$ cat config.mk
export PLATFORM = sky130hd
export DESIGN_NAME = unorm_rr_sched_flat
export DESIGN_NICKNAME = d
export VERILOG_FILES = /design/src/rtl/unorm_pkg.sv /design/src/rtl/unorm_rr_sched_if.sv /design/src/rtl/unorm_shift.sv /design/src/rtl/unorm_rr_sched.sv /design/src/flat_wrapper.sv
export SDC_FILE = /design/constraint.sdc
export NUM_CORES = 1
export LEC_CHECK = 0
export CAP_MARGIN = 20
export CORE_MARGIN = 2
export CORE_UTILIZATION = 58
export DETAILED_ROUTE_END_ITERATION = 6
export PLACE_DENSITY = 0.88
export SETUP_SLACK_MARGIN = 0.05
export SYNTH_ARGS = -nofsm -noshare
export SYNTH_HDL_FRONTEND = slang
export SYNTH_HIERARCHICAL = 1
export SYNTH_SLANG_ARGS = --single-unit
$ cat constraint.sdc
create_clock -name clk -period 14.8 [get_ports clk]
set_input_delay 2.96 -clock clk [delete_from_list [all_inputs] [get_ports clk]]
set_output_delay 2.96 -clock clk [all_outputs]
set_load 0.05 [all_outputs]
$ cat src/rtl/unorm_pkg.sv
// Shared types and helpers for the round-robin normalizer scheduler.
//   scale_cfg_t : per-requester (input, output) binary-point pair
//   rr_pick     : rotate-priority first-one search
package unorm_pkg;

   localparam int unsigned SCALE_WIDTH = 6;
   localparam int unsigned DEF_N_REQ   = 4;
   localparam int unsigned DEF_A_WIDTH = 32;
   localparam int unsigned DEF_F_WIDTH = 32;
   localparam int unsigned ID_WIDTH    = $clog2(DEF_N_REQ);

   // Upper bound on requesters the picker can scan.
   localparam int unsigned MAX_REQ     = 32;
   localparam int unsigned MAX_REQ_W   = 5;

   typedef struct packed {
      logic [SCALE_WIDTH-1:0] a_scale;
      logic [SCALE_WIDTH-1:0] f_scale;
   } scale_cfg_t;

   // First set bit of valid at or after ptr, wrapping modulo n; returns ptr when none set.
   function automatic int unsigned rr_pick(input logic [MAX_REQ-1:0] valid,
                                           input int unsigned ptr,
                                           input int unsigned n);
      int unsigned idx;
      int unsigned result;
      logic        found;
      result = ptr;
      found  = 1'b0;
      for (int unsigned k = 0; k < MAX_REQ; k++) begin
         if (k < n && !found) begin
            idx = (ptr + k) % n;
            if (valid[idx[MAX_REQ_W-1:0]]) begin
               result = idx;
               found  = 1'b1;
            end
         end
      end
      return result;
   endfunction

endpackage

$ cat src/rtl/unorm_rr_sched_if.sv
// Bundle between requesters / downstream and the scheduler.
//   cfg_*    : per-requester scale programming
//   req_*    : N_REQ valid/ready request lanes, operands packed by index
//   out_*    : registered result with requester id and overflow flag
interface unorm_rr_sched_if #(
   parameter int unsigned N_REQ   = unorm_pkg::DEF_N_REQ,
   parameter int unsigned A_WIDTH = unorm_pkg::DEF_A_WIDTH,
   parameter int unsigned F_WIDTH = unorm_pkg::DEF_F_WIDTH
);
   import unorm_pkg::*;

   localparam int unsigned ID_W = $clog2(N_REQ);

   logic                     cfg_we;
   logic [ID_W-1:0]          cfg_idx;
   logic [SCALE_WIDTH-1:0]   cfg_a_scale;
   logic [SCALE_WIDTH-1:0]   cfg_f_scale;
   logic [N_REQ-1:0]         req_valid;
   logic [N_REQ-1:0]         req_ready;
   logic [N_REQ*A_WIDTH-1:0] req_data;
   logic                     out_valid;
   logic                     out_ready;
   logic [F_WIDTH-1:0]       out_data;
   logic [ID_W-1:0]          out_id;
   logic                     out_ovf;

   modport master (
      output cfg_we, cfg_idx, cfg_a_scale, cfg_f_scale, req_valid, req_data, out_ready,
      input  req_ready, out_valid, out_data, out_id, out_ovf
   );

   modport slave (
      input  cfg_we, cfg_idx, cfg_a_scale, cfg_f_scale, req_valid, req_data, out_ready,
      output req_ready, out_valid, out_data, out_id, out_ovf
   );

endinterface

$ cat src/rtl/unorm_shift.sv
// Combinational runtime binary-point mover: f = a * 2^(f_scale - a_scale),
// truncated toward zero on right shifts, wrapped to F_WIDTH with ovf flagging lost high bits.
//   a, a_scale, f_scale : operand and its / the wanted fractional bit counts
//   f, ovf              : rescaled result and overflow indicator
module unorm_shift #(
   parameter int unsigned A_WIDTH     = 32,
   parameter int unsigned F_WIDTH     = 32,
   parameter int unsigned SCALE_WIDTH = 6
) (
   input  logic [A_WIDTH-1:0]     a,
   input  logic [SCALE_WIDTH-1:0] a_scale,
   input  logic [SCALE_WIDTH-1:0] f_scale,
   output logic [F_WIDTH-1:0]     f,
   output logic                   ovf
);

   localparam int unsigned DW = SCALE_WIDTH + 1;
   // Wide enough that a maximal left shift loses nothing before the overflow test.
   localparam int unsigned TW = A_WIDTH + (2 ** SCALE_WIDTH);

   logic [DW-1:0] d;
   logic [DW-1:0] sh;
   logic [TW-1:0] ext;
   logic [TW-1:0] t;

   // Signed difference in two's complement; its sign picks the shift direction.
   always_comb begin
      d   = {1'b0, f_scale} - {1'b0, a_scale};
      sh  = d[DW-1] ? (~d + DW'(1)) : d;
      ext = {{(TW-A_WIDTH){1'b0}}, a};
      t   = d[DW-1] ? (ext >> sh) : (ext << sh);
      f   = t[F_WIDTH-1:0];
      ovf = |t[TW-1:F_WIDTH];
   end

endmodule

$ cat src/rtl/unorm_rr_sched.sv
// Round-robin scheduler sharing one runtime normalizer among N_REQ requesters.
//   clk, reset_l : clock, async active-low reset
//   bus          : config, request lanes and registered result (slave side)
module unorm_rr_sched
   import unorm_pkg::*;
#(
   parameter int unsigned N_REQ   = DEF_N_REQ,
   parameter int unsigned A_WIDTH = DEF_A_WIDTH,
   parameter int unsigned F_WIDTH = DEF_F_WIDTH
) (
   input logic               clk,
   input logic               reset_l,
   unorm_rr_sched_if.slave   bus
);

   localparam int unsigned ID_W = $clog2(N_REQ);

   scale_cfg_t         cfg_q [N_REQ];
   logic [ID_W-1:0]    ptr_q;
   logic               out_valid_q;
   logic [F_WIDTH-1:0] out_data_q;
   logic [ID_W-1:0]    out_id_q;
   logic               out_ovf_q;

   logic [ID_W-1:0]    grant_c;
   logic [ID_W-1:0]    ptr_next_c;
   logic               any_c;
   logic               free_c;
   logic               accept_c;
   logic [A_WIDTH-1:0] a_sel_c;
   scale_cfg_t         cfg_sel_c;
   logic [F_WIDTH-1:0] f_c;
   logic               ovf_c;

   // Arbitration and per-lane ready; independent of operand data.
   always_comb begin
      any_c         = |bus.req_valid;
      free_c        = !out_valid_q || bus.out_ready;
      accept_c      = any_c && free_c;
      grant_c       = ID_W'(rr_pick(MAX_REQ'(bus.req_valid), 32'(ptr_q), N_REQ));
      ptr_next_c    = (32'(grant_c) == N_REQ - 1) ? '0 : grant_c + ID_W'(1);
      bus.req_ready = '0;
      if (accept_c) bus.req_ready[grant_c] = 1'b1;
   end

   // Winner's operand and scales; scales come from registers so a same-cycle write is not seen.
   always_comb begin
      a_sel_c   = '0;
      cfg_sel_c = '0;
      for (int unsigned i = 0; i < N_REQ; i++) begin
         if (grant_c == ID_W'(i)) begin
            a_sel_c   = bus.req_data[i*A_WIDTH +: A_WIDTH];
            cfg_sel_c = cfg_q[i];
         end
      end
   end

   unorm_shift #(
      .A_WIDTH     (A_WIDTH),
      .F_WIDTH     (F_WIDTH),
      .SCALE_WIDTH (SCALE_WIDTH)
   ) u_shift (
      .a       (a_sel_c),
      .a_scale (cfg_sel_c.a_scale),
      .f_scale (cfg_sel_c.f_scale),
      .f       (f_c),
      .ovf     (ovf_c)
   );

   // Per-requester scale registers.
   always_ff @(posedge clk or negedge reset_l) begin
      if (!reset_l) begin
         for (int unsigned i = 0; i < N_REQ; i++) cfg_q[i] <= '0;
      end else if (bus.cfg_we) begin
         for (int unsigned i = 0; i < N_REQ; i++) begin
            if (bus.cfg_idx == ID_W'(i)) cfg_q[i] <= '{a_scale: bus.cfg_a_scale,
                                                       f_scale: bus.cfg_f_scale};
         end
      end
   end

   // Output stage and rr pointer; payload holds its value after a drain.
   always_ff @(posedge clk or negedge reset_l) begin
      if (!reset_l) begin
         ptr_q       <= '0;
         out_valid_q <= 1'b0;
         out_data_q  <= '0;
         out_id_q    <= '0;
         out_ovf_q   <= 1'b0;
      end else if (accept_c) begin
         ptr_q       <= ptr_next_c;
         out_valid_q <= 1'b1;
         out_data_q  <= f_c;
         out_id_q    <= grant_c;
         out_ovf_q   <= ovf_c;
      end else if (bus.out_ready) begin
         out_valid_q <= 1'b0;
      end
   end

   assign bus.out_valid = out_valid_q;
   assign bus.out_data  = out_data_q;
   assign bus.out_id    = out_id_q;
   assign bus.out_ovf   = out_ovf_q;

endmodule
$ cat src/flat_wrapper.sv
// flat-port wrapper written by rule: the top's interface ports become plain ports
module unorm_rr_sched_flat import unorm_pkg::*;
#(
   parameter int unsigned N_REQ   = DEF_N_REQ,
   parameter int unsigned A_WIDTH = DEF_A_WIDTH,
   parameter int unsigned F_WIDTH = DEF_F_WIDTH
)
  (clk, reset_l, bus_cfg_we, bus_cfg_idx, bus_cfg_a_scale, bus_cfg_f_scale, bus_req_valid, bus_req_data, bus_out_ready, bus_req_ready, bus_out_valid, bus_out_data, bus_out_id, bus_out_ovf);
  unorm_rr_sched_if #(.N_REQ(N_REQ), .A_WIDTH(A_WIDTH), .F_WIDTH(F_WIDTH)) bus_i ();
  input logic clk;
  input logic reset_l;
  input wire logic [$bits(bus_i.cfg_we)-1:0] bus_cfg_we;
  input wire logic [$bits(bus_i.cfg_idx)-1:0] bus_cfg_idx;
  input wire logic [$bits(bus_i.cfg_a_scale)-1:0] bus_cfg_a_scale;
  input wire logic [$bits(bus_i.cfg_f_scale)-1:0] bus_cfg_f_scale;
  input wire logic [$bits(bus_i.req_valid)-1:0] bus_req_valid;
  input wire logic [$bits(bus_i.req_data)-1:0] bus_req_data;
  input wire logic [$bits(bus_i.out_ready)-1:0] bus_out_ready;
  output wire logic [$bits(bus_i.req_ready)-1:0] bus_req_ready;
  output wire logic [$bits(bus_i.out_valid)-1:0] bus_out_valid;
  output wire logic [$bits(bus_i.out_data)-1:0] bus_out_data;
  output wire logic [$bits(bus_i.out_id)-1:0] bus_out_id;
  output wire logic [$bits(bus_i.out_ovf)-1:0] bus_out_ovf;
  assign bus_i.cfg_we = bus_cfg_we;
  assign bus_i.cfg_idx = bus_cfg_idx;
  assign bus_i.cfg_a_scale = bus_cfg_a_scale;
  assign bus_i.cfg_f_scale = bus_cfg_f_scale;
  assign bus_i.req_valid = bus_req_valid;
  assign bus_i.req_data = bus_req_data;
  assign bus_i.out_ready = bus_out_ready;
  assign bus_req_ready = bus_i.req_ready;
  assign bus_out_valid = bus_i.out_valid;
  assign bus_out_data = bus_i.out_data;
  assign bus_out_id = bus_i.out_id;
  assign bus_out_ovf = bus_i.out_ovf;
  unorm_rr_sched #(.N_REQ(N_REQ), .A_WIDTH(A_WIDTH), .F_WIDTH(F_WIDTH)) u_core (.clk(clk), .reset_l(reset_l), .bus(bus_i));
endmodule
* Word level (Yosys, flattened, before mapping)
Index checks and enable logic that the tools add are counted.
Word-level totals: bits in registers 86, word-level logic and storage cells 82
Cells by class: add/sub/neg operators 6, multiplexer cells 35, reductions and logical operators 13, shifts and indexed selects 2, bitwise operators 1, equality and inequality tests 6, magnitude comparators 6
Operators by type and width (number):
- two-way mux 32 bit | 4
- two-way mux 96 bit | 1
- << shifter 32 x 7 -> 96 bit | 1
- >> shifter 32 x 7 -> 96 bit | 1
- OR reduction 64 bit | 1
- two-way mux 12 bit | 4
- less-than comparator 2 x 6 -> 1 bit (second input constant) | 4
- two-way mux 2 bit | 7
- two-way mux 1 bit | 12
- binary-select mux 1 bit (select 2 bit) | 4
- equality test 2 bit (second input constant) | 4
- AND reduction 2 bit | 4
- adder 7 x 1 -> 7 bit (second input constant) | 1
- two-way mux 7 bit | 1
- inverter 7 bit | 1
- subtractor 6 x 6 -> 7 bit | 1
- adder 2 x 1 -> 2 bit (second input constant) | 2
- adder 2 bit (second input constant) | 2
- equality test 2 x 1 -> 1 bit (second input constant) | 2
- logical NOT 2 bit | 2
- two-way mux 4 bit | 1
- OR reduction 4 bit | 1
- less-than comparator 2 x 3 -> 1 bit (second input constant) | 1
- demux 1 bit (select 2 bit) | 1
- 5 further kinds | 6

* Logic depth before layout (Yosys ltp)
Gate-level depths: netlist (run 1).
depth after elaboration 21, depth in mapped cells 29, gate-level depth less buffers 24

* Cells and area by module
Netlist (run 1), hierarchy kept.
By module, submodules not included:
- unorm_shift | seq. area each 0.0 sq um, times used 1, area each 4850.9 sq um, cells each 684
- unorm_rr_sched | seq. area each 2152.1 sq um, times used 1, area each 4704.5 sq um, cells each 425

* Worst setup path after synthesis (run 1)
No wires, ideal clock.
kind input-to-reg, start point in bus_req_valid[2], end point reg u_core.out_ovf_q, in the netlist u_core/bus.out_ovf, cell stages on the path 26, arrival time 8.719 ns, path slack 5.956 ns, data required time 14.675 ns, cell sequence nor3b_1 > a2111oi_0 > or2_2 > ha_1 > nor2b_1 > clkbuf_1 > clkbuf_1 > a221oi_1 > o31ai_1 > ha_1 > inv_1 > fa_1 > clkbuf_1 > inv_1 > ha_1 > a211oi_4 > xnor2_1 > buf_6 > a21oi_1 > a221oi_1 > a31oi_1 > o41ai_2 > a41oi_1 > nor4_1 > o22ai_1 > mux2_2
RTL lines:
- from (decl) | RTL line flat_wrapper.sv:16 | input wire logic [$bits(bus_i.req_valid)-1:0] bus_req_valid;
- to (signal assigned) | RTL line unorm_rr_sched.sv:95 | out_ovf_q <= ovf_c;
- to (decl) | RTL line unorm_rr_sched.sv:23 | logic out_ovf_q;

==> results of run 1 <==
-- synth_stat cells (all sizes together) (7+ instances only) --
cell,number
a211o,7
o31ai,48
nand3,16
o22ai,21
a31oi,15
mux4,28
o211ai,7
dfrtp,86
mux2,108
o21ai,35
ha,11
clkbuf,46
a221oi,48
mux2i,77
nor2,47
nand2,147
and3,8
a211oi,27
inv,19
buf,55
a21oi,67
nor3,39
nor2b,52
-- final cells by class --
cell class,count,area [µm²],area share
multi-input cells,903,6910,0.587
flip-flops and latches,86,2150,0.183
repair buffers,212,2070,0.176
well taps,216,270,0.0229
clock buffers,9,225,0.0191
clock inverters,7,75.1,0.00637
inverters,19,71.3,0.00605
diodes,2,5.00,0.000425
-- stage by stage --
stage	worst slack [ps]	hold WS, ps	util
2_1_floorplan	5960	480	-
3_3_place_gp	4380	487	0.716
3_5_place_dp	4160	494	0.716
4_1_cts	4450	509	0.734
5_1_grt	3990	518	0.736
6_report	4220	507	0.736
-- routing by layer --
layer  vias up  wire, µm  share of wire
li1       4490         -              -
met1      4842     13900           0.40
met2       780     15200           0.44
met3        99      4190           0.12
met4         0      1180          0.034
met5         -         0              0
-- kinds of logic (layout without fill, tap and decap cells) --
group	after synthesis	after routing	share of synthesized area
xor gates and xnor gates	9	9	0.0124
DFF	86	86	0.225
other	0	2	0
and+or+nand+nor	346	346	0.173
AOI/OAI and AO/OA	323	323	0.240
adders and majority gates	12	12	0.0165
buffers and inverters	120	247	0.0591
muxes	213	213	0.274
-- sequential cells by signal (all words and copies together) (netlist names) --
register,count
u_core/bus.out_ovf,1
u_core/bus.out_id,2
u_core/ptr_q,2
u_core/cfg_q,48
u_core/bus.out_valid,1
u_core/bus.out_data,32
-- worst max-delay path, stage by stage --
cell                              delay (ps)
sky130_fd_sc_hd__clkdlybuf4s50_1         630
sky130_fd_sc_hd__nor3b_1                 120
sky130_fd_sc_hd__a2111oi_0               660
sky130_fd_sc_hd__or2_2                   240
sky130_fd_sc_hd__ha_1                    160
sky130_fd_sc_hd__nor2b_2                 680
sky130_fd_sc_hd__a221oi_1                230
sky130_fd_sc_hd__o31ai_1                 470
sky130_fd_sc_hd__ha_4                    200
sky130_fd_sc_hd__inv_1                    50
sky130_fd_sc_hd__fa_1                    700
sky130_fd_sc_hd__inv_1                   180
sky130_fd_sc_hd__ha_1                    300
sky130_fd_sc_hd__a211oi_4                400
sky130_fd_sc_hd__xor2_4                  160
sky130_fd_sc_hd__buf_4                   670
sky130_fd_sc_hd__mux2i_1                 240
sky130_fd_sc_hd__a211oi_1                290
sky130_fd_sc_hd__a31oi_1                 170
sky130_fd_sc_hd__o31ai_1                 430
sky130_fd_sc_hd__a41oi_1                 170
sky130_fd_sc_hd__nor4_1                  230
sky130_fd_sc_hd__o22ai_1                 140
sky130_fd_sc_hd__mux2_2                  290
-- worst paths after layout --
check | from | end | slack [ps] | cells after the start
worst min register to register | u_core/bus.out_data[11] | u_core/bus.out_data[11] | 510 | 1
min in group asynchronous | reset_l | u_core/cfg_q[21] | 2590 | 1
max in group asynchronous | reset_l | u_core/cfg_q[1] | 11590 | 2
worst min-delay path | u_core/bus.out_data[11] | u_core/bus.out_data[11] | 510 | 1
worst max register to register | u_core/ptr_q[1] | u_core/bus.out_ovf | 7030 | 23
worst max-delay path | bus_req_valid[1] | u_core/bus.out_ovf | 4220 | 24
==> run_results.csv, run 1 <==
group,metric,value,unit
global_routing,groute.layer.met3.usage,0.0946,
die,fp.dieH,132,µm
global_routing,overflow,0,
route,wl_per_cell,23.6,µm
global_routing,globalRoute.busiestLayer,"met2",
worst_setup_path,data_required_time_at_the_worst_endpoint,15040,ps
clock_network,worstSkewPairLatency,360,ps
global_routing,grt_pass1_wl,53500,µm
clock_network,clock_tree.htree_level_count,3,
timing,hold_violations,0,
final_layout,layout.cells.most_common,"sky130_fd_sc_hd__clkdlybuf4s50_1",
timing,worst_slew_pin_slew,1070,ps
timing,timing.max_slew.rel_slack,0.279,
logic_synthesis,synth-async-reset-ratio,1.00,
timing,final.min_clock_period,10580,ps
final_layout,most_frequent_cells_in_the_layout,"sky130_fd_sc_hd__clkdlybuf4s50_1, sky130_fd_sc_hd__nand2_1, sky130_fd_sc_hd__mux2_2, sky130_fd_sc_hd__dfrtp_1, sky130_fd_sc_hd__mux2i_1",
clock_network,cts_tree,"yes",
clock_network,cts_setup_buffers,0,
final_layout,drive_above_1_share,0.160,
worst_setup_path,critical_path_arrival,10830,ps
logic_synthesis,post_synth.cell_area_avg,8.62,µm²
worst_setup_path,critical_path.endpoint_type,"flip-flop",
global_routing,groute.layer.met2.usage,0.587,
placed_design,io_buffer_count,189,
final_layout,final_net_count,1393,
route,vias,10200,
global_routing,grtUsageTotal,0.386,
timing,fin_crit_sh,0.715,
clock_network,cts_buffers,9,
placed_design,placed_cell_area,11500,µm²
route,drc,0,
timing,max_freq,0.0945,GHz
clock_network,clock_path_buffers,2,
timing,worst_clock_skew,9.00,ps
final_layout,final_cells,1454,
die,floorplan.core_area,16000,µm²
clock_network,cts_sinks,86,
global_routing,grt_antenna_before_repair,2,
min_path,hold_crit_path_type,"reg -> reg",
clock_network,ctsHoldBuffers,0,
logic_synthesis,postSynthCellCount,1109,
logic_synthesis,synth_area,9560,µm²
timing,unrepaired_setup_endpoints_after_global_routing,"false",
final_layout,fill_cell_total_of_the_finished_layout,1235,
timing,setup_viol,0,
flow_run,max_cap_violations,0,
timing,slew_violations,0,
placed_design,replace_congestion,1.05,
route,route.detailed.vias_per_inst,7.02,
worst_setup_path,setup.worst_path.class,"in -> reg",
run_status,outcome,"finished clean",
die,fp.dieW,132,µm
timing,finalSetupTns,0,ps
logic_synthesis,yosys.area.top_type,"sky130_fd_sc_hd__dfrtp_1",
final_layout,final_cell_area,11800,µm²
die,starting_utilization_of_the_core_area,0.597,
logic_synthesis,post_synth_main_area_contributors,"sky130_fd_sc_hd__dfrtp_1, sky130_fd_sc_hd__mux2_2, sky130_fd_sc_hd__mux2i_1, sky130_fd_sc_hd__mux4_2, sky130_fd_sc_hd__nand2_1",
worst_setup_path,worst_setup_path_start_kind,"input port",
logic_synthesis,ys_dominant_reg_cell,"sky130_fd_sc_hd__dfrtp_1",
placed_design,dp_hpwl,25500,µm
logic_synthesis,synthDominantCellAreaShare,0.225,
route,drt_first_iter_violations,1781,
clock_network,post_cts_resize_count,0,
global_routing,gr-usage-met1,0.542,
logic_synthesis,warnings_from_yosys,6,
final_layout,area.growth.synth_to_final,23.3,%
global_routing,grt_pass1_vias,9496,
die,die_area,17500,µm²
route,wl,34400,µm
logic_synthesis,synth-seq-cells,86,
clock_network,clkTransAtPathRegs,70,ps
logic_synthesis,synthDistinctLibCells,75,
route,detailedRoute.firstPassIterationCount,6,
route,drtAntennaViolNets,0,
global_routing,grt_max_degree,87,
die,core.rowCount,46,
logic_synthesis,synth_enable_flop_cells,0,
clock_network,clockRootBuffer,"sky130_fd_sc_hd__clkbuf_16",
die,top_level_ports,190,
worst_setup_path,worstPathMaxFanout,72,
logic_synthesis,synth.net_count,1271,
placed_design,number_of_placed_instances_taps_included,1434,
logic_synthesis,ys_seq_area_frac,0.225,
Power of run 1 is left out: the tool's default activity adds up to more than one toggle a clock period on the data nets, which glitch-free logic cannot reach.
==> inputs of run 2 (changes only) <==
--- a/config.mk
+++ b/config.mk
@@ -7,9 +7,9 @@
 export LEC_CHECK = 0
 export CAP_MARGIN = 20
 export CORE_MARGIN = 2
-export CORE_UTILIZATION = 58
+export CORE_UTILIZATION = 54
 export DETAILED_ROUTE_END_ITERATION = 6
-export PLACE_DENSITY = 0.88
+export PLACE_DENSITY = 0.83
 export SETUP_SLACK_MARGIN = 0.05
 export SYNTH_ARGS = -nofsm -noshare
 export SYNTH_HDL_FRONTEND = slang
==> constraint.sdc (replaced) <==
create_clock -name clk -period 9.95 [get_ports clk]
set_input_delay 1.99 -clock clk [delete_from_list [all_inputs] [get_ports clk]]
set_output_delay 1.99 -clock clk [all_outputs]
set_load 0.05 [all_outputs]
==> run 2 against run 1 <==
  * Design area increased by 1.1%
  * Critical path type unchanged
  * Core utilization shrank 4.7 points
  * Critical endpoint unchanged
  * Highest routed layer unchanged
  * Via count decreased by 1.6%
  * Worst setup slack lost 3700 ps
  * Sequential cell count is the same
  * Global-route usage decreased by 1.8 points
  * Clock-buffer cell count is the same
  * Register-to-register slack worse by 4700 ps
  * First-iteration DRC count shrank 26%
  * Sequential share of layout area shrank 0.21 points
  * The run now ends with DRC left
  * Cell count rose by 1.4%
  * Wire length rose by 0.20%
==> run_results.csv, run 2 (synthesis gave the netlist of run 1 again) <==
group,metric,value,unit
placed_design,io_buffer_count,189,
timing,finalSetupTns,0,ps
global_routing,grt_pass1_wl,52900,µm
timing,worst_clock_skew,9.51,ps
clock_network,ctsHoldBuffers,0,
worst_setup_path,critical_path.max_stage_delay,880,ps
route,route.met2.wl,15800,µm
route,wl_per_cell,23.4,µm
run_status,failed_checks,"DRC",
clock_network,post_cts_resize_count,0,
die,fp.dieW,137,µm
worst_setup_path,cp_num_buf_inv,3,
die,starting_utilization_of_the_core_area,0.552,
placed_design,replace_congestion,1.04,
worst_setup_path,reg2reg_depth,22,
clock_network,cts_tree,"yes",
final_layout,area.growth.synth_to_final,24.7,%
worst_setup_path,critical_path_arrival,9710,ps
route,wl,34500,µm
die,die_area,18800,µm²
final_layout,final_cells,1475,
global_routing,grtUsageTotal,0.368,
timing,timing.max_slew.rel_slack,0.235,
die,fp.dieH,137,µm
die,top_level_ports,190,
clock_network,clock_tree.htree_level_count,3,
final_layout,layout.cells.most_common,"sky130_fd_sc_hd__clkdlybuf4s50_1",
worst_setup_path,setup.worst_path.class,"in -> reg",
placed_design,placed_cell_area,11600,µm²
route,drt_first_iter_violations,1325,
global_routing,grt_max_degree,87,
min_path,holdPathStages,1,
global_routing,grt_antenna_before_repair,1,
route,route.detailed.vias_per_inst,6.81,
worst_setup_path,critical_path.cell_chain,"clkdlybuf4s50_1 > nor3b_1 > a2111oi_0 > or2_2 > ha_1 > nor2b_2 > a221oi_1 > o31ai_1 > ha_4 > inv_1 > fa_1 > inv_1 > ha_1 > o211a_2 > a21o_1 > mux2_2 > mux2i_1 > mux2i_1 > nor4_1 > a32oi_1 > a211oi_1 > o22ai_1 > mux2_2",
clock_network,worstSkewPairLatency,360,ps
final_layout,largest-register,"u_core/cfg_q",
placed_design,number_of_placed_instances_taps_included,1455,
flow_run,max_cap_violations,0,
clock_network,clockRootBuffer,"sky130_fd_sc_hd__clkbuf_16",
worst_setup_path,slowest_stage_cell_cp,"sky130_fd_sc_hd__a2111oi_0",
final_layout,drive_above_1_share,0.170,
min_path,hold_crit_path_type,"reg -> reg",
route,detailroute.wirelength.met3,3620,µm
route,highest-signal-layer,"met4",
timing,slew_violations,0,
global_routing,overflow,0,
route,drtAntennaViolNets,0,
clock_network,cts_sinks,86,
clock_network,clkTransAtPathRegs,80,ps
final_layout,most_frequent_cells_in_the_layout,"sky130_fd_sc_hd__clkdlybuf4s50_1, sky130_fd_sc_hd__nand2_1, sky130_fd_sc_hd__mux2_2, sky130_fd_sc_hd__dfrtp_1, sky130_fd_sc_hd__mux2i_1",
final_layout,final_cell_area,11900,µm²
worst_setup_path,worstPathMaxFanout,20,
worst_setup_path,cp.depth,23,
timing,max_freq,0.106,GHz
worst_setup_path,critical_path.endpoint_type,"flip-flop",
route,vias,10000,
clock_network,cts_buffers,9,
worst_setup_path,worst_setup_path_start_kind,"input port",
route,detailedRoute.firstPassIterationCount,7,
die,core.rowCount,48,
final_layout,largest_register_ffs,48,
timing,final.min_clock_period,9450,ps
route,drc,19,
placed_design,dp_hpwl,26200,µm
final_layout,final_net_count,1406,
global_routing,grt_pass1_vias,9399,
die,floorplan.core_area,17300,µm²
timing,fin_crit_sh,0.950,
worst_setup_path,data_required_time_at_the_worst_endpoint,10200,ps
route,wire_length_the_detailed_router_placed_on_met1,13600,µm
clock_network,cts_setup_buffers,0,
run_status,outcome,"finished with violations",
clock_network,clock_path_buffers,2,
timing,hold_violations,0,
timing,worst_slew_pin_slew,1140,ps
timing,setup_viol,0,
timing,unrepaired_setup_endpoints_after_global_routing,"false",
worst_setup_path,cp_top_family,"compound AO/OA/AOI/OAI gates",
## run 2: changes by cell type in the layout (fill, tap and decap cells not counted), sizes merged
cell / delta
buf: +11
clkbuf: +2
diode: -1
## run 2: final timing paths
check / endpoint / start / slack (ps)
min in group asynchronous: u_core/bus.out_data[31] / reset_l / 1570
worst max-delay path: u_core/bus.out_ovf / bus_req_valid[1] / 500
worst max register to register: u_core/bus.out_ovf / u_core/ptr_q[1] / 2330
worst min-delay path: u_core/bus.out_data[5] / u_core/bus.out_data[5] / 510
max in group asynchronous: u_core/cfg_q[0] / reset_l / 7750
worst min register to register: u_core/bus.out_data[5] / u_core/bus.out_data[5] / 510
## run 2: worst register-to-register path, delay by kind of cell, from the launching register on
family | cells | cell delay (ps)
AOI/OAI and AO/OA | 8 | 2950
muxes | 4 | 1450
adders and majority gates | 4 | 1270
and+or+nand+nor | 4 | 1250
DFF | 1 | 450
buffers and inverters | 2 | 140
## run 2: layout make-up
class                      instances  area, µm²
clock buffer                       9        225
inverter                          19       71.3
fill                            1390       5380
multi-input combinational        903       6920
sequential                        86       2150
clock inverter                     7       75.1
timing repair buffer             225       2190
tap                              225        282
antenna                            1       2.50
## run 2: metrics by stage
step                hold WS (ps)  setup slack, ps  utilization
global route                 518             60.1        0.689
CTS                          510              750        0.686
detailed placement           495              391        0.669
global placement             486              608        0.669
finish                       505              496        0.689
floorplan                    480             2080            -
## run 2: layer usage
| metal | up-vias | track usage |
|---|---|---|
| met2 | 724 | 0.578 |
| li1 | 4521 | - |
| met3 | 109 | 0.0733 |
| met4 | 0 | 0.151 |
| met5 | - | 0 |
| met1 | 4691 | 0.496 |
Power of run 2 is left out for the same reason.
==> inputs of run 3 (changes only) <==
--- a/config.mk
+++ b/config.mk
@@ -8,9 +8,11 @@
 export CAP_MARGIN = 20
 export CORE_MARGIN = 2
 export CORE_UTILIZATION = 54
+export CTS_CLUSTER_DIAMETER = 50
 export DETAILED_ROUTE_END_ITERATION = 6
 export PLACE_DENSITY = 0.83
 export SETUP_SLACK_MARGIN = 0.05
+export SLEW_MARGIN = 40
 export SYNTH_ARGS = -nofsm -noshare
 export SYNTH_HDL_FRONTEND = slang
 export SYNTH_HIERARCHICAL = 1
==> run 3 against run 2 <==
  * The flow now finishes without violations
  * Global-route usage is 0.33 points higher
  * Wire length grew 0.69%
  * Non-clock buffer count shrank 2
  * Critical path depth shrank 4
  * Sequential share of layout area is 0.13 points lower
  * Fmax up 2.1%
  * Worst setup slack improved by 190 ps
  * Design area is 0.71% higher
  * Clock skew shrank 0.54 ps
  * First-iteration DRC count rose by 22%
  * Cell count is 0.14% lower
  * Register-to-register slack gained 190 ps
==> run_results.csv, run 3 (synthesis gave the netlist of run 1 again) <==
group,metric,value,unit
run_status,outcome,"finished clean",
global_routing,grt_max_degree,87,
clock_network,clockRootBuffer,"sky130_fd_sc_hd__clkbuf_16",
clock_network,worstSkewPairLatency,360,ps
worst_setup_path,data_required_time_at_the_worst_endpoint,10250,ps
placed_design,replace_congestion,1.04,
route,wl_per_cell,23.6,µm
timing,timing.max_slew.rel_slack,0.422,
timing,final.min_clock_period,9260,ps
worst_setup_path,critical_path_arrival,9560,ps
route,detailedRoute.firstPassIterationCount,6,
clock_network,post_cts_resize_count,0,
die,fp.dieW,137,µm
final_layout,largest_register_ffs,48,
worst_setup_path,worstPathMaxFanout,23,
die,top_level_ports,190,
timing,worst_clock_skew,8.98,ps
final_layout,drive_above_1_share,0.184,
worst_setup_path,setup.worst_path.class,"in -> reg",
clock_network,cts_setup_buffers,0,
route,route.detailed.vias_per_inst,6.94,
global_routing,grt_antenna_before_repair,1,
global_routing,grt_pass1_vias,9569,
timing,hold_violations,0,
timing,worst_slew_pin_slew,867,ps
timing,max_freq,0.108,GHz
route,drt_first_iter_violations,1614,
global_routing,overflow,0,
timing,unrepaired_setup_endpoints_after_global_routing,"false",
final_layout,layout.cells.most_common,"sky130_fd_sc_hd__clkdlybuf4s50_1",
timing,setup_viol,0,
final_layout,fill_cell_total_of_the_finished_layout,1403,
clock_network,ctsHoldBuffers,0,
route,wl,34700,µm
clock_network,cts_tree,"yes",
worst_setup_path,worst_setup_path_start_kind,"input port",
die,fp.dieH,137,µm
die,floorplan.core_area,17300,µm²
final_layout,final_net_count,1404,
die,core.rowCount,48,
timing,fin_crit_sh,0.931,
flow_run,max_cap_violations,0,
die,starting_utilization_of_the_core_area,0.552,
final_layout,largest-register,"u_core/cfg_q",
worst_setup_path,critical_path.max_stage_delay,730,ps
final_layout,most_frequent_cells_in_the_layout,"sky130_fd_sc_hd__clkdlybuf4s50_1, sky130_fd_sc_hd__nand2_1, sky130_fd_sc_hd__mux2_2, sky130_fd_sc_hd__dfrtp_1, sky130_fd_sc_hd__mux2i_1",
route,vias,10200,
placed_design,io_buffer_count,189,
clock_network,clock_tree.htree_level_count,3,
worst_setup_path,critical_path.cell_chain,"clkdlybuf4s50_1 > nor3b_1 > a2111oi_1 > or2_2 > ha_1 > nor2b_2 > a221oi_1 > o31ai_1 > ha_4 > inv_1 > fa_1 > xnor2_2 > o2111ai_1 > and3_1 > a211oi_1 > a21o_1 > nand4_1 > o32ai_1 > mux2_2",
global_routing,grtUsageTotal,0.372,
route,drc,0,
clock_network,cts_buffers,9,
clock_network,clock_path_buffers,2,
worst_setup_path,slowest_stage_cell_cp,"sky130_fd_sc_hd__a2111oi_1",
placed_design,dp_hpwl,26300,µm
timing,finalSetupTns,0,ps
final_layout,area.growth.synth_to_final,25.6,%
clock_network,cts_sinks,86,
worst_setup_path,critical_path.endpoint_type,"flip-flop",
route,drtAntennaViolNets,0,
min_path,hold_crit_path_type,"reg -> reg",
die,die_area,18800,µm²
global_routing,grt_pass1_wl,53400,µm
timing,slew_violations,0,
clock_network,clkTransAtPathRegs,70,ps
[run 3: cell count changes in the layout (fill, tap and decap cells not counted), moves of 2 or more]
cell / previous run / this run
sky130_fd_sc_hd__o31ai_2: 1 / 18
sky130_fd_sc_hd__o31ai_1: 47 / 29
sky130_fd_sc_hd__clkbuf_4: 2 / 0
sky130_fd_sc_hd__buf_4: 33 / 31
[run 3: path summary, 6_finish.rpt]
| path | slack (ps) | endpoint | cells after the start | from |
|---|---|---|---|---|
| hold reg to reg | 510 | u_core/bus.out_data[22] | 1 | u_core/bus.out_data[22] |
| min in group asynchronous | 1680 | u_core/bus.out_data[31] | 1 | reset_l |
| setup / recovery | 690 | u_core/bus.out_data[28] | 19 | bus_req_valid[1] |
| max in group asynchronous | 7780 | u_core/cfg_q[18] | 1 | reset_l |
| hold / removal | 510 | u_core/bus.out_data[22] | 1 | u_core/bus.out_data[22] |
| setup reg to reg | 2520 | u_core/bus.out_data[28] | 18 | u_core/ptr_q[1] |
[run 3: worst max-delay path: cells and delay by family]
kind	cells	cell delay, ps
AND/OR/NAND/NOR	5	1730
XOR/XNOR	1	520
multiplexers	1	260
AO/OA/AOI/OAI	7	3470
adder cells (fa/ha/maj)	3	870
buffers and inverters	2	690
[run 3: layer usage]
metal | global-route usage | share of wire
met1 | 0.490 | 0.39
met2 | 0.586 | 0.46
met3 | 0.0837 | 0.11
met4 | 0.158 | 0.043
met5 | 0 | 0
[run 3: final cells by class]
cell class	instances	area, µm²	share of cell area
tap	225	282	0.0235
timing repair buffer	223	2170	0.181
clock buffer	9	225	0.0188
inverter	19	71.3	0.00594
sequential	86	2150	0.179
antenna	1	2.50	0.000209
multi-input combinational	903	7020	0.585
clock inverter	7	75.1	0.00626
[run 3: through the flow]
step	util	std cells	area, µm²	hold WS (ps)	worst slack (ps)
final	0.694	1473	12000	506	688
after global routing	0.694	1473	12000	522	356
after CTS	0.691	1472	12000	511	707
after detailed placement	0.674	1456	11700	495	344
after global placement	0.669	1455	11600	486	608
after floorplan	-	1109	9560	480	2080
Power of run 3 is left out for the same reason.
